--- config.mk ---
export PLATFORM = sky130hd
export DESIGN_NAME = fifo_wr_arbiter
export DESIGN_NICKNAME = d
export VERILOG_FILES = /design/src/rtl/fifo_wr_arbiter.sv
export SDC_FILE = /design/constraint.sdc
export NUM_CORES = 1
export LEC_CHECK = 0
export BUFFER_PORTS_ARGS = -buffer_cell sky130_fd_sc_hd__buf_2
export CAP_MARGIN = 15
export CORE_UTILIZATION = 50
export CTS_CLUSTER_DIAMETER = 50
export CTS_CLUSTER_SIZE = 20
export DETAILED_ROUTE_END_ITERATION = 10
export PLACE_DENSITY = 0.82
export REMOVE_ABC_BUFFERS = 1
export SETUP_SLACK_MARGIN = 0.15
export SLEW_MARGIN = 20
export SYNTH_ARGS = -nofsm -noshare
export SYNTH_HDL_FRONTEND = slang
export SYNTH_SLANG_ARGS = --single-unit
--- constraint.sdc ---
create_clock -name clk -period 5 [get_ports clk]
set_input_delay 0.75 -clock clk [delete_from_list [all_inputs] [get_ports clk]]
set_output_delay 0.75 -clock clk [all_outputs]
set_load 0.01 [all_outputs]
--- src/rtl/fifo_wr_arbiter.sv ---
// Round-robin write arbiter sharing one fifo write port between NUM_REQ producers.
// Each grant covers a burst of up to MAX_BURST beats, with one idle cycle between grants.
module fifo_wr_arbiter #(
   parameter int unsigned NUM_REQ   = 4,
   parameter int unsigned WIDTH     = 6,
   parameter int unsigned MAX_BURST = 4,
   localparam int unsigned IdW      = (NUM_REQ > 1) ? $clog2(NUM_REQ) : 1
) (
   input  logic                     clk,
   input  logic                     reset,
   input  logic [NUM_REQ-1:0]       req_vld_i,
   input  logic [NUM_REQ*WIDTH-1:0] req_data_i,
   output logic [NUM_REQ-1:0]       req_rdy_o,
   input  logic                     fifo_full_i,
   output logic                     fifo_in_vld_o,
   output logic [WIDTH-1:0]         fifo_in_data_o,
   output logic [NUM_REQ-1:0]       grant_o,
   output logic [IdW-1:0]           grant_id_o,
   output logic                     busy_o
);

   typedef enum logic {StIdle, StBurst} state_e;

   state_e               state_q, state_d;
   logic [IdW-1:0]       rr_ptr_q, rr_ptr_d;
   logic [IdW-1:0]       gid_q, gid_d;
   logic [NUM_REQ-1:0]   grant_q, grant_d;
   logic [7:0]           beat_cnt_q, beat_cnt_d;

   logic [IdW-1:0]       sel;
   logic                 sel_vld;
   logic                 g_vld;
   logic [WIDTH-1:0]     g_data;
   logic                 xfer;
   logic                 last_beat;

   // First valid requester at or above rr_ptr, wrapping modulo NUM_REQ.
   always_comb begin
      int unsigned    idx;
      logic [IdW-1:0] idx_w;
      sel     = rr_ptr_q;
      sel_vld = 1'b0;
      idx     = 0;
      idx_w   = '0;
      for (int unsigned i = 0; i < NUM_REQ; i++) begin
         idx   = (32'(rr_ptr_q) + i) % NUM_REQ;
         idx_w = idx[IdW-1:0];
         if (!sel_vld && req_vld_i[idx_w]) begin
            sel     = idx_w;
            sel_vld = 1'b1;
         end
      end
   end

   always_comb begin
      g_data = '0;
      for (int unsigned k = 0; k < NUM_REQ; k++) begin
         if (gid_q == IdW'(k)) begin
            g_data = req_data_i[k*WIDTH +: WIDTH];
         end
      end
   end

   assign g_vld     = req_vld_i[gid_q];
   assign xfer      = g_vld & ~fifo_full_i;
   assign last_beat = (beat_cnt_q == 8'(MAX_BURST - 1));

   always_comb begin
      state_d        = state_q;
      rr_ptr_d       = rr_ptr_q;
      gid_d          = gid_q;
      grant_d        = grant_q;
      beat_cnt_d     = beat_cnt_q;
      req_rdy_o      = '0;
      fifo_in_vld_o  = 1'b0;
      fifo_in_data_o = '0;
      busy_o         = 1'b0;
      unique case (state_q)
         StIdle: begin
            if (sel_vld && !fifo_full_i) begin
               state_d    = StBurst;
               gid_d      = sel;
               grant_d    = NUM_REQ'(1) << sel;
               beat_cnt_d = '0;
            end
         end
         StBurst: begin
            busy_o         = 1'b1;
            req_rdy_o      = grant_q & {NUM_REQ{~fifo_full_i}};
            fifo_in_vld_o  = xfer;
            fifo_in_data_o = g_data;
            // An idle requester releases even while the fifo is full.
            if (!g_vld || (xfer && last_beat)) begin
               state_d    = StIdle;
               grant_d    = '0;
               beat_cnt_d = '0;
               rr_ptr_d   = (gid_q == IdW'(NUM_REQ - 1)) ? '0 : gid_q + 1'b1;
            end else if (xfer) begin
               beat_cnt_d = beat_cnt_q + 8'd1;
            end
         end
         default: state_d = StIdle;
      endcase
   end

   always_ff @(posedge clk or negedge reset) begin
      if (!reset) begin
         state_q    <= StIdle;
         rr_ptr_q   <= '0;
         gid_q      <= '0;
         grant_q    <= '0;
         beat_cnt_q <= '0;
      end else begin
         state_q    <= state_d;
         rr_ptr_q   <= rr_ptr_d;
         gid_q      <= gid_d;
         grant_q    <= grant_d;
         beat_cnt_q <= beat_cnt_d;
      end
   end

   assign grant_o    = grant_q;
   assign grant_id_o = gid_q;

endmodule
== Yosys cells after proc, flatten, opt, wreduce, memory -nomap -nowiden ==
Cells that the tools add are included.

* Bits in registers: 17
* Latch bits: 0
* RAM bits: 0
* ROM bits: 0
* Input bits: 31
* Output and inout port bits: 18
* Word-level logic and storage cells: 79
* Memories kept: 0

* Add/sub/neg operators: 5
* Multiply operators: 0
* Divide/modulo/power cells: 0
* Order comparisons: 5
* Equality and inequality tests: 7
* Shift operators: 1
* Mux-type cells: 36
* Bitwise logic cells: 4
* Reductions and logical operators: 16

{| class="wikitable"
|+ Operator list
! kind !! count
|-
| $mux W6 || 5
|-
| $mux W8 || 3
|-
| $pmux W8 S2 || 1
|-
| $lt A2 B3 Y1 const B || 5
|-
| $mux W1 || 13
|-
| $mux W4 || 3
|-
| $bmux W1 S2 || 5
|-
| $add A8 B1 Y8 const B || 1
|-
| $eq A8 B2 Y1 const B || 1
|-
| $mux W2 || 4
|-
| $pmux W4 S2 || 1
|-
| $reduce_and A2 Y1 || 4
|-
| $logic_and A1 B1 Y1 || 5
|-
| $logic_not A1 Y1 || 5
|-
| $add A2 B1 Y2 const B || 2
|-
| $add A2 B2 Y2 const B || 2
|-
| $and A4 B4 Y4 || 1
|-
| $eq A2 B2 Y1 const B || 2
|-
| $shl A1 B2 Y4 const A || 1
|-
| $ne A3 B1 Y1 const B || 1
|-
| $eq A2 B1 Y1 const B || 1
|-
| $logic_not A2 Y1 || 1
|-
| $ne A2 B1 Y1 const B || 1
|-
| $ne A2 B2 Y1 const B || 1
|-
| other kinds (4) || 5
|}

== Logic depth before layout (Yosys ltp) ==
Gate-level depths: netlist (run 1).

* Depth in word-level cells: 15
* Gate-level depth with buffers: 7
* Depth with buffers taken out: 7

== Worst setup path before layout (run 1) ==
OpenSTA, ideal clock, no wires.

* Kind: register to output
* From: register gid_q[1], in the netlist grant_id_o[1]
* To: output port fifo_in_data_o[0]
* Arrival time: 1492 ps
* Data required time: 4250 ps
* Setup slack: 2758 ps
* Stages on the path, launching flop included: 8
* Buffers on the path: 0
* Path through: dfrtp_1 -> inv_1 -> ha_1 -> nor2b_1 -> a221oi_1 -> nor3_1 -> a21oi_1 -> nor2_1

* Word-level cells in the longest chain between the ends: 6
* Elaborated cells between the ends (all ways): 9
* Classes of those cells: 3 x eq/ne; 5 x mux; 1 x reduce/logical

{| class="wikitable"
|+ Ends and longest elaborated chain
! item !! line !! source
|-
| from (decl) || 26 || <nowiki>logic [IdW-1:0] gid_q, gid_d;</nowiki>
|-
| from (signal assigned) || 116 || <nowiki>gid_q <= gid_d;</nowiki>
|-
| $logic_not A2 Y1 || 58 || <nowiki>if (gid_q == IdW'(k)) begin</nowiki>
|-
| $mux W6 (3 in series) || 58 ||
|-
| $mux W6 (*) || 58 ||
|-
| $mux W6 (*) || 78 || <nowiki>unique case (state_q)</nowiki>
|-
| to (decl) || 16 || <nowiki>output logic [WIDTH-1:0] fifo_in_data_o,</nowiki>
|}

Every way passes the cells marked *; elsewhere a longest branch is shown, timed or not.

== Final worst setup path (run 1) ==
* From: register gid_q[1], in the netlist grant_id_o[1]
* To: output port fifo_in_data_o[5]

Same word-level chain as after synthesis.

==> flow_metrics.tcl, run 1 <==
set metrics [dict create \
    outcome "finished, final reports clean" \
    yosysMostFrequentCell "dfrtp_1" \
    die_h_um 51.5 \
    rsz0062_at_grt "false" \
    ys.flop_type "dfrtp_1" \
    fmax_ghz 0.350 \
    setup_violations 0 \
    ctsResizeCount 0 \
    internal_power_mw 0.405 \
    r2r_start "beat_cnt_q[0]" \
    viasPerCell 5.82 \
    synth_area_leaders "dfrtp_1 35%, ha_1 5.1%, nor2b_1 4.6%" \
    fillers 188 \
    diodes 0 \
    synthToLayoutAreaGrowth_pct 23.8 \
    p_leak_nw 0.765 \
    slew_viol_final 0 \
    swShare 0.460 \
    cpMaxStageDelayCell "dfrtp_1" \
    syn_area_per_cell_um2 8.75 \
    grt_pass1_wl_mm 5.07 \
    max_slew_margin 0.552 \
    layout-drive-gt1-share 0.344 \
    startpoint "grant_id_o[1]" \
    dpl_worst_slack_ns 2.49 \
    grt_pass1_vias 1178 \
    grt_use_total 0.257 \
    netlist.top_cell.by_area "dfrtp_1" \
    finalCritPeriodShare 0.572 \
    wire_per_inst_um 13.9 \
    p_clk_frac 0.099 \
    cpLargestDelayFamily "simple AND/OR/NAND/NOR gates" \
    cts_buffer_depth 2 \
    power.net_switching_mw 0.345 \
    fin_skew_ns 0.00506 \
    crit_path_end_kind "output port" \
    routabilityCongestion 0.820 \
    p_total_mw 0.750 \
    cts_sinks 17 \
    multi_input_area_um2 769 \
    hold_viol 0 \
    cts_setup_buffers 0 \
    io_pins 49 \
    grt-busiest-layer "met2" \
    die-area_mm2 0.00265 \
    synth_seq_cells 17 \
    met1_usage 0.299 \
    drc_errors 0 \
    drt_wl_total_mm 3.02 \
    path_buf_inv 2 \
    peakVddDrop_mv 0.319 \
    final_antenna_net_count 0 \
    regArea_um2 425 \
    hpwl_mm 2.35 \
    tritoncts "done" \
    synth_cell_types 44 \
    worst_ep_required_time_ns 4.25 \
    fin_crit_ns 2.86 \
    yosys_warnings 0 \
    synth_edf_count 0 \
    setup_tns_ns 0 \
    clk_pin_slew_ns 0.10 \
    netlist_area_mm2 0.00122 \
    worst_pin_slew_ns 0.663 \
    drt_iter0_drc 21 \
    grt-ovfl-total 0 \
    grt_max_degree 18 \
    dr.pass1.iters 4 \
    ys_seq_area_frac 0.347 \
    crit_path_max_fanout 8 \
    dr_total_vias 1263 \
    arrival_ns 2.11 \
    syn_inst 140 \
    cap_violations 0 \
    row_count 17 \
    fin_nets 226 \
    whs_ns 0.358 \
    antenna_found_initial 0 \
    p_comb_frac 0.591 \
    p_per_area_mw_per_mm2 494 \
    worstSetupStartpointType "flip-flop" \
    cts_htree_levels 1 \
    grt_util_met3 0.0263 \
    die_w_um 51.5 \
    hold_path.class "in2async" \
    cts_buffers 3 \
    core_area_mm2 0.00225 \
    root_buffer "clkbuf_4" \
    max_stage_delay_ns 0.46 \
    use_met2 0.485 \
    seqPwrFrac 0.310 \
    async_flop_share 1.00 \
    hold_buffers 0 \
    critical_path_class "reg2out" \
    portBuffers 48 \
    clkLatencyLatePin_ns 0.29 \
    yosys.area.top_type_share 0.347 \
    final.setup.worst_slack_ns 2.14 \
    crit_chain "inv_1 -> ha_1 -> nor2b_1 -> a221oi_1 -> nor3_1 -> a21oi_1 -> nor2_1 -> buf_2" \
    start_util 0.543 \
    synthTopCellsByCount "17 x dfrtp_1, 14 x nand2_1, 11 x nor2_1" \
]
==> power by group through the flow <==
stage	sequential, mW	clock [mW]	combinational [mW]
2_1_floorplan	0.231	0	0.301
3_3_place_gp	0.229	0	0.427
3_5_place_dp	0.233	0	0.440
4_1_cts	0.231	0.0753	0.442
5_1_grt	0.242	0.0814	0.495
6_report	0.232	0.0742	0.443
==> through the flow <==
stage / std cells / cell area, um^2 / util
finish: 217 / 1520 / 0.673
global route: 217 / 1520 / 0.673
CTS: 217 / 1520 / 0.673
detailed placement: 213 / 1490 / 0.660
global placement: 213 / 1490 / 0.660
floorplan: 137 / 1210 / -
==> cells by family (layout without fill, tap and decap cells) <==
| kind of cell | Yosys count | in the layout | share of synthesized area |
|---|---|---|---|
| multiplexers | 2 | 2 | 0.0276 |
| flip-flops | 17 | 17 | 0.347 |
| adder cells (fa/ha/maj) | 5 | 5 | 0.0511 |
| AO/OA/AOI/OAI | 38 | 38 | 0.228 |
| AND/OR/NAND/NOR | 67 | 67 | 0.300 |
| buffers and inverters | 8 | 57 | 0.0245 |
| XOR/XNOR | 3 | 3 | 0.0215 |
==> worst reg2reg max path, stage by stage, from the launching register on <==
cell and delay, ns:
dfrtp_1 0.42, ha_1 0.20, nor4b_1 0.56, a21boi_4 0.13, nand2b_4 0.19, and2_4 0.19
a22o_1 0.23
==> cell type report <==
class                      count  area share
inverter                       5      0.0124
tap                           28      0.0231
clock inverter                 1     0.00330
clock buffer                   3      0.0149
timing repair buffer          48       0.158
multi-input combinational    115       0.507
sequential                    17       0.281
==> registers in the layout (all words and copies together), names as in the netlist <==
| name | flops |
|---|---|
| beat_cnt_q | 8 |
| grant_o | 4 |
| grant_id_o | 2 |
| rr_ptr_q | 2 |
| state_q | 1 |
==> routing by layer <==
| metal | share of wire | vias up |
|---|---|---|
| li1 | - | 614 |
| met1 | 0.42 | 581 |
| met2 | 0.49 | 60 |
| met3 | 0.062 | 8 |
| met4 | 0.023 | 0 |
| met5 | 0 | - |
==> cell usage in the layout (no fill, tap or decap), types with 2 or more instances in the layout <==
| cell | n |
|---|---|
| buf_2 | 48 |
| dfrtp_1 | 17 |
| nand2_1 | 14 |
| nor2_1 | 11 |
| a21oi_1 | 9 |
| nor2b_1 | 9 |
| nor3_1 | 6 |
| inv_1 | 5 |
| o21ai_0 | 5 |
| and2_1 | 5 |
| a221oi_1 | 5 |
| ha_1 | 5 |
| nand3_1 | 4 |
| nor4_1 | 3 |
| o22ai_1 | 3 |
| xor2_1 | 3 |
| clkbuf_4 | 3 |
| and2_2 | 2 |
| a22o_1 | 2 |
| o2bb2ai_1 | 2 |
| and3_1 | 2 |
| o2111ai_1 | 2 |
==> final timing paths <==
check,end,slack (ns),depth (start not counted)
max,fifo_in_data_o[5],2.14,8
min,grant_o[1],0.36,1
max reg2reg,grant_o[2],2.97,6
min reg2reg,grant_o[3],0.53,1
max in group asynchronous,rr_ptr_q[1],4.37,1
min in group clk,grant_o[3],0.53,1
No activity file was read; power rests on OpenSTA's default activity.
==> run 2, diff against run 1 <==
--- a/config.mk
+++ b/config.mk
@@ -7,11 +7,11 @@
 export LEC_CHECK = 0
 export BUFFER_PORTS_ARGS = -buffer_cell sky130_fd_sc_hd__buf_2
 export CAP_MARGIN = 15
-export CORE_UTILIZATION = 50
+export CORE_UTILIZATION = 43
 export CTS_CLUSTER_DIAMETER = 50
 export CTS_CLUSTER_SIZE = 20
 export DETAILED_ROUTE_END_ITERATION = 10
-export PLACE_DENSITY = 0.82
+export PLACE_DENSITY = 0.75
 export REMOVE_ABC_BUFFERS = 1
 export SETUP_SLACK_MARGIN = 0.15
 export SLEW_MARGIN = 20
==> constraint.sdc (replaced) <==
create_clock -name clk -period 2.4 [get_ports clk]
set_input_delay 0.36 -clock clk [delete_from_list [all_inputs] [get_ports clk]]
set_output_delay 0.36 -clock clk [all_outputs]
set_load 0.01 [all_outputs]
==> flow_metrics.tcl, run 2 (synthesized netlist as in run 1, its figures left out) <==
set metrics [dict create \
    outcome "finished, final reports clean" \
    cap_violations 0 \
    hold_viol 0 \
    slew_viol_final 0 \
    antenna_found_initial 0 \
    p_leak_nw 0.806 \
    cts_buffer_depth 2 \
    max_slew_margin 0.632 \
    die_w_um 55.4 \
    fmax_ghz 0.445 \
    timing.rr.end "grant_o[0]" \
    fin_util 0.634 \
    grt_pass1_vias 1175 \
    cts_sinks 17 \
    cts_htree_levels 1 \
    grt_max_degree 18 \
    crit_path_end_kind "output port" \
    critical_path_class "reg2out" \
    root_buffer "clkbuf_4" \
    grt-ovfl-total 0 \
    crit_path_max_fanout 6 \
    core_area_mm2 0.00259 \
    regMostFlops "beat_cnt_q" \
    layout-drive-gt1-share 0.429 \
    drt_iter0_drc 65 \
    portBuffers 48 \
    start_util 0.473 \
    setup_violations 0 \
    r2r_start "grant_id_o[0]" \
    rsz0062_at_grt "true" \
    final_cell_mix "48 x buf_2, 15 x dfrtp_1, 14 x nand2_1, 11 x nor2_1, 9 x a21oi_1" \
    largest_register_ffs 8 \
    dr.pass1.iters 4 \
    peakVddDrop_mv 0.679 \
    finalCritPeriodShare 0.937 \
    row_count 18 \
    grt_pass1_wl_mm 5.19 \
    ff2ff_setup_slack_ns 0.37 \
    arrival_ns 1.89 \
    tritoncts "done" \
    diodes 0 \
    cts_buffers 3 \
    setup_tns_ns 0 \
    die_h_um 55.4 \
    clk_pin_slew_ns 0.11 \
    min-delay-start "fifo_full_i" \
    worst_pin_slew_ns 0.545 \
    drt_wl_total_mm 3.12 \
    wire_per_inst_um 13.8 \
    layout_commonest_cell "buf_2" \
    dr_total_vias 1254 \
    clkLatencyLatePin_ns 0.30 \
    hpwl_mm 2.27 \
    fin_crit_ns 2.25 \
    p_per_area_mw_per_mm2 1060 \
    worstSetupStartpointType "flip-flop" \
    multi_input_area_um2 822 \
    drc_errors 0 \
    hold-path-cell-count 4 \
    die-area_mm2 0.00307 \
    fin_skew_ns 0.00951 \
    viasPerCell 5.55 \
    worst_ep_required_time_ns 2.04 \
    regArea_um2 428 \
    fillers 213 \
    final_antenna_net_count 0 \
    hold_path.class "in2reg" \
    io_pins 49 \
    hold_end "beat_cnt_q[4]" \
    worstRegToRegCells 6 \
    routabilityCongestion 0.852 \
    synthToLayoutAreaGrowth_pct 34.0 \
    grt_use_total 0.210 \
    fin_nets 233 \
]
run 2: cell types whose count changed in the layout (fill, tap and decap cells not counted), moves of 3 or more:
cell,delta
buf_4,+5
a221oi_1,-4
a221oi_2,+4
ha_1,-4
ha_2,+3
run 2: per-layer routing:
metal  routed length (um)  vias to the layer above  part of all wire  GRT usage
li1                     -                      628                 -          -
met1                 1400                      570              0.45      0.275
met2                 1480                       50              0.47      0.341
met3                  186                        6             0.060     0.0375
met4                   57                        0             0.018     0.0893
met5                    0                        -                 0          0
run 2: per-stage QoR:
step | instance area (um^2) | hold slack [ns] | std cells | power [mW] | worst slack, ns
finish | 1640 | 0.436 | 226 | 1.75 | 0.152
global route | 1640 | 0.442 | 226 | 1.89 | 0.0419
CTS | 1580 | 0.426 | 223 | 1.64 | 0.135
detailed placement | 1490 | 0.305 | 215 | 1.40 | 0.298
global placement | 1490 | 0.302 | 215 | 1.37 | 0.389
floorplan | 1210 | 0.0644 | 137 | 1.11 | 0.505
run 2: how the worst max path moves through the flow:
stage | from | to | cells past startpoint | slack, ns
3_5_place_dp | grant_id_o[0] | fifo_in_data_o[0] | 8 | 0.30
5_1_grt | grant_id_o[0] | fifo_in_data_o[2] | 8 | 0.04
4_1_cts | grant_id_o[0] | fifo_in_data_o[4] | 8 | 0.14
3_3_place_gp | grant_id_o[0] | fifo_in_data_o[0] | 8 | 0.39
2_1_floorplan | grant_id_o[0] | grant_o[0] | 5 | 0.51
6_report | grant_id_o[0] | fifo_in_data_o[0] | 8 | 0.15
run 2: area by class of cell:
type                    instances  share of cell area
inverters                       5              0.0114
repair buffers                 55               0.188
clock buffers                   3              0.0137
flip-flops and latches         17               0.261
well taps                      30              0.0229
multi-input cells             115               0.501
clock inverters                 1             0.00305
run 2: critical path, stage by stage, from the launching register on:
cell,delay [ns]
dfrtp_2,0.45
buf_12,0.14
ha_4,0.17
buf_4,0.14
a221oi_2,0.28
nor3_1,0.08
a21oi_1,0.13
nor2_1,0.06
buf_2,0.14
run 2: what timing repair did:
action / CTS / global route
endpoints found under the setup margin: 6 / 6
endpoints found under the hold margin: 17 / 0
hold buffers: 1 / 0
gates resized for setup: 7 / 8
pin swaps: 0 / 11
buffers inserted: 3 / 3
run 2: report_power, final:
group	switching, mW	total (mW)	leakage, nW	internal [mW]
clock	0.0973	0.159	0.0177	0.0621
combinational	0.581	1.12	0.565	0.541
sequential	0.0981	0.467	0.223	0.369
total	0.776	1.75	0.806	0.972
==> run 3, diff against run 2 <==
--- a/config.mk
+++ b/config.mk
@@ -7,11 +7,13 @@
 export LEC_CHECK = 0
 export BUFFER_PORTS_ARGS = -buffer_cell sky130_fd_sc_hd__buf_2
 export CAP_MARGIN = 15
-export CORE_UTILIZATION = 43
+export CELL_PAD_IN_SITES_DETAIL_PLACEMENT = 2
+export CELL_PAD_IN_SITES_GLOBAL_PLACEMENT = 2
+export CORE_UTILIZATION = 27
 export CTS_CLUSTER_DIAMETER = 50
 export CTS_CLUSTER_SIZE = 20
 export DETAILED_ROUTE_END_ITERATION = 10
-export PLACE_DENSITY = 0.75
+export PLACE_DENSITY = 0.79
 export REMOVE_ABC_BUFFERS = 1
 export SETUP_SLACK_MARGIN = 0.15
 export SLEW_MARGIN = 20
==> constraint.sdc (replaced) <==
create_clock -name clk -period 2.5 [get_ports clk]
set_input_delay 0.375 -clock clk [delete_from_list [all_inputs] [get_ports clk]]
set_output_delay 0.375 -clock clk [all_outputs]
set_load 0.01 [all_outputs]
==> flow_metrics.tcl, run 3 (synthesized netlist as in run 1, its figures left out) <==
set metrics [dict create \
    cts_htree_levels 1 \
    arrival_ns 1.83 \
    layout_commonest_cell "buf_2" \
    drc_errors 0 \
    synthToLayoutAreaGrowth_pct 33.8 \
    cap_violations 0 \
    power.net_switching_mw 0.789 \
    cts_sinks 17 \
    ff2ff_setup_slack_ns 0.51 \
    swShare 0.457 \
    p_clk_frac 0.124 \
    critical_path_class "reg2out" \
    antenna_found_initial 0 \
    dr_total_vias 1311 \
    p_per_area_mw_per_mm2 1050 \
    routabilityCongestion 0.880 \
    dr.pass1.iters 4 \
    die-area_mm2 0.00481 \
    hpwl_mm 3.21 \
    grt_pass1_wl_mm 7.05 \
    clkLatencyLatePin_ns 0.26 \
    die_h_um 69.4 \
    root_buffer "clkbuf_8" \
    clk_pin_slew_ns 0.07 \
    fmax_ghz 0.453 \
    grt-ovfl-total 0 \
    p_leak_nw 0.795 \
    p_total_mw 1.73 \
    row_count 24 \
    tritoncts "done" \
    rsz0062_at_grt "false" \
    regMostFlops "beat_cnt_q" \
    p_comb_frac 0.610 \
    grt_max_degree 18 \
    grt_use_total 0.185 \
    drt_iter0_drc 32 \
    outcome "finished, final reports clean" \
    crit_path_max_fanout 6 \
    largest_register_ffs 8 \
    drt_wl_total_mm 4.20 \
    start_util 0.281 \
    fin_skew_ns 0.00475 \
    wire_per_inst_um 17.3 \
    final_cell_mix "48 x buf_2, 15 x dfrtp_1, 14 x nand2_1, 11 x nor2_1, 9 x a21oi_1" \
    worst_pin_slew_ns 0.582 \
    setup_tns_ns 0 \
    core_area_mm2 0.00435 \
    finalCritPeriodShare 0.884 \
    viasPerCell 5.40 \
    hold_buffers 0 \
    diodes 0 \
    layout-drive-gt1-share 0.408 \
    hold_path.class "in2async" \
    grt_pass1_vias 1379 \
    hold_viol 0 \
    crit_chain "inv_2 -> ha_1 -> nor2b_4 -> a221oi_2 -> nor3_2 -> a21oi_1 -> nor2_1 -> buf_2" \
    setup_violations 0 \
    cts_buffer_depth 2 \
    worstSetupStartpointType "flip-flop" \
    max_slew_margin 0.609 \
    peakVddDrop_mv 0.475 \
    cts_buffers 3 \
    crit_path_end_kind "output port" \
    die_w_um 69.4 \
    portBuffers 48 \
    final_antenna_net_count 0 \
    internal_power_mw 0.939 \
    seqPwrFrac 0.266 \
    io_pins 49 \
    max_stage_delay_ns 0.42 \
    fin_nets 228 \
    slew_viol_final 0 \
    worst_ep_required_time_ns 2.12 \
    cpMaxStageDelayCell "dfrtp_2" \
    fin_crit_ns 2.21 \
]
==> run 3: cell types whose count changed in the layout (fill, tap and decap cells not counted), moves of 2 or more <==
cell	before	now
nor3_2	0	2
clkbuf_8	0	3
clkbuf_4	3	0
ha_2	3	1
ha_1	1	3
nor3_1	6	4
buf_4	5	2
==> run 3: metrics by stage <==
| stage | hold slack [ns] | worst slack [ns] | utilization | instances | area, um^2 |
|---|---|---|---|---|---|
| after floorplan | 0.0794 | 0.605 | - | 137 | 1210 |
| after global placement | 0.325 | 0.406 | 0.349 | 237 | 1520 |
| after detailed placement | 0.333 | 0.284 | 0.349 | 237 | 1520 |
| after CTS | 0.0520 | 0.119 | 0.362 | 241 | 1580 |
| after global routing | 0.0636 | 0.163 | 0.376 | 243 | 1640 |
| final | 0.0359 | 0.291 | 0.376 | 243 | 1640 |
==> run 3: layout make-up <==
| cell class | instances | area [um^2] |
|---|---|---|
| multi-input combinational | 115 | 827 |
| inverter | 5 | 18.8 |
| sequential | 17 | 428 |
| fill | 503 | 2720 |
| timing repair buffer | 50 | 255 |
| clock buffer | 4 | 45.0 |
| tap | 52 | 65.1 |
==> run 3: final timing paths <==
kind / depth (start not counted) / start / to
worst max register to register: 6 / grant_id_o[0] / grant_o[2]
worst max-delay path: 8 / grant_id_o[1] / fifo_in_data_o[0]
worst min-delay path: 1 / reset / beat_cnt_q[1]
min in group clk: 1 / grant_id_o[0] / rr_ptr_q[0]
max in group asynchronous: 1 / reset / grant_id_o[1]
worst min register to register: 1 / grant_id_o[0] / rr_ptr_q[0]
==> run 3: critical path: cells and delay by family (launching register included) <==
family / cells / cell delay, ns
flops: 1 / 0.42
buf+inv: 2 / 0.22
compound gates: 2 / 0.47
fa+ha+maj: 1 / 0.20
simple gates: 3 / 0.28
==> run 3: what timing repair did <==
item                                    CTS  global route
resized for setup                         5             9
buffers inserted                          0             2
cloned                                    0             0
endpoints found under the hold margin     0             0
endpoints found under the setup margin    5             6
==> run 3: layer usage <==
metal / track usage / wire, um
met5: 0 / 0
met4: 0.0567 / 82
met3: 0.0305 / 190
met2: 0.330 / 2110
met1: 0.225 / 1820
==> run 3: power by group through the flow <==
stage,Sequential (mW),Combinational [mW],Clock [mW]
detailed placement,0.467,0.942,0
finish,0.459,1.05,0.214
CTS,0.467,0.968,0.222
global placement,0.456,0.895,0
floorplan,0.463,0.603,0
global route,0.477,1.16,0.231
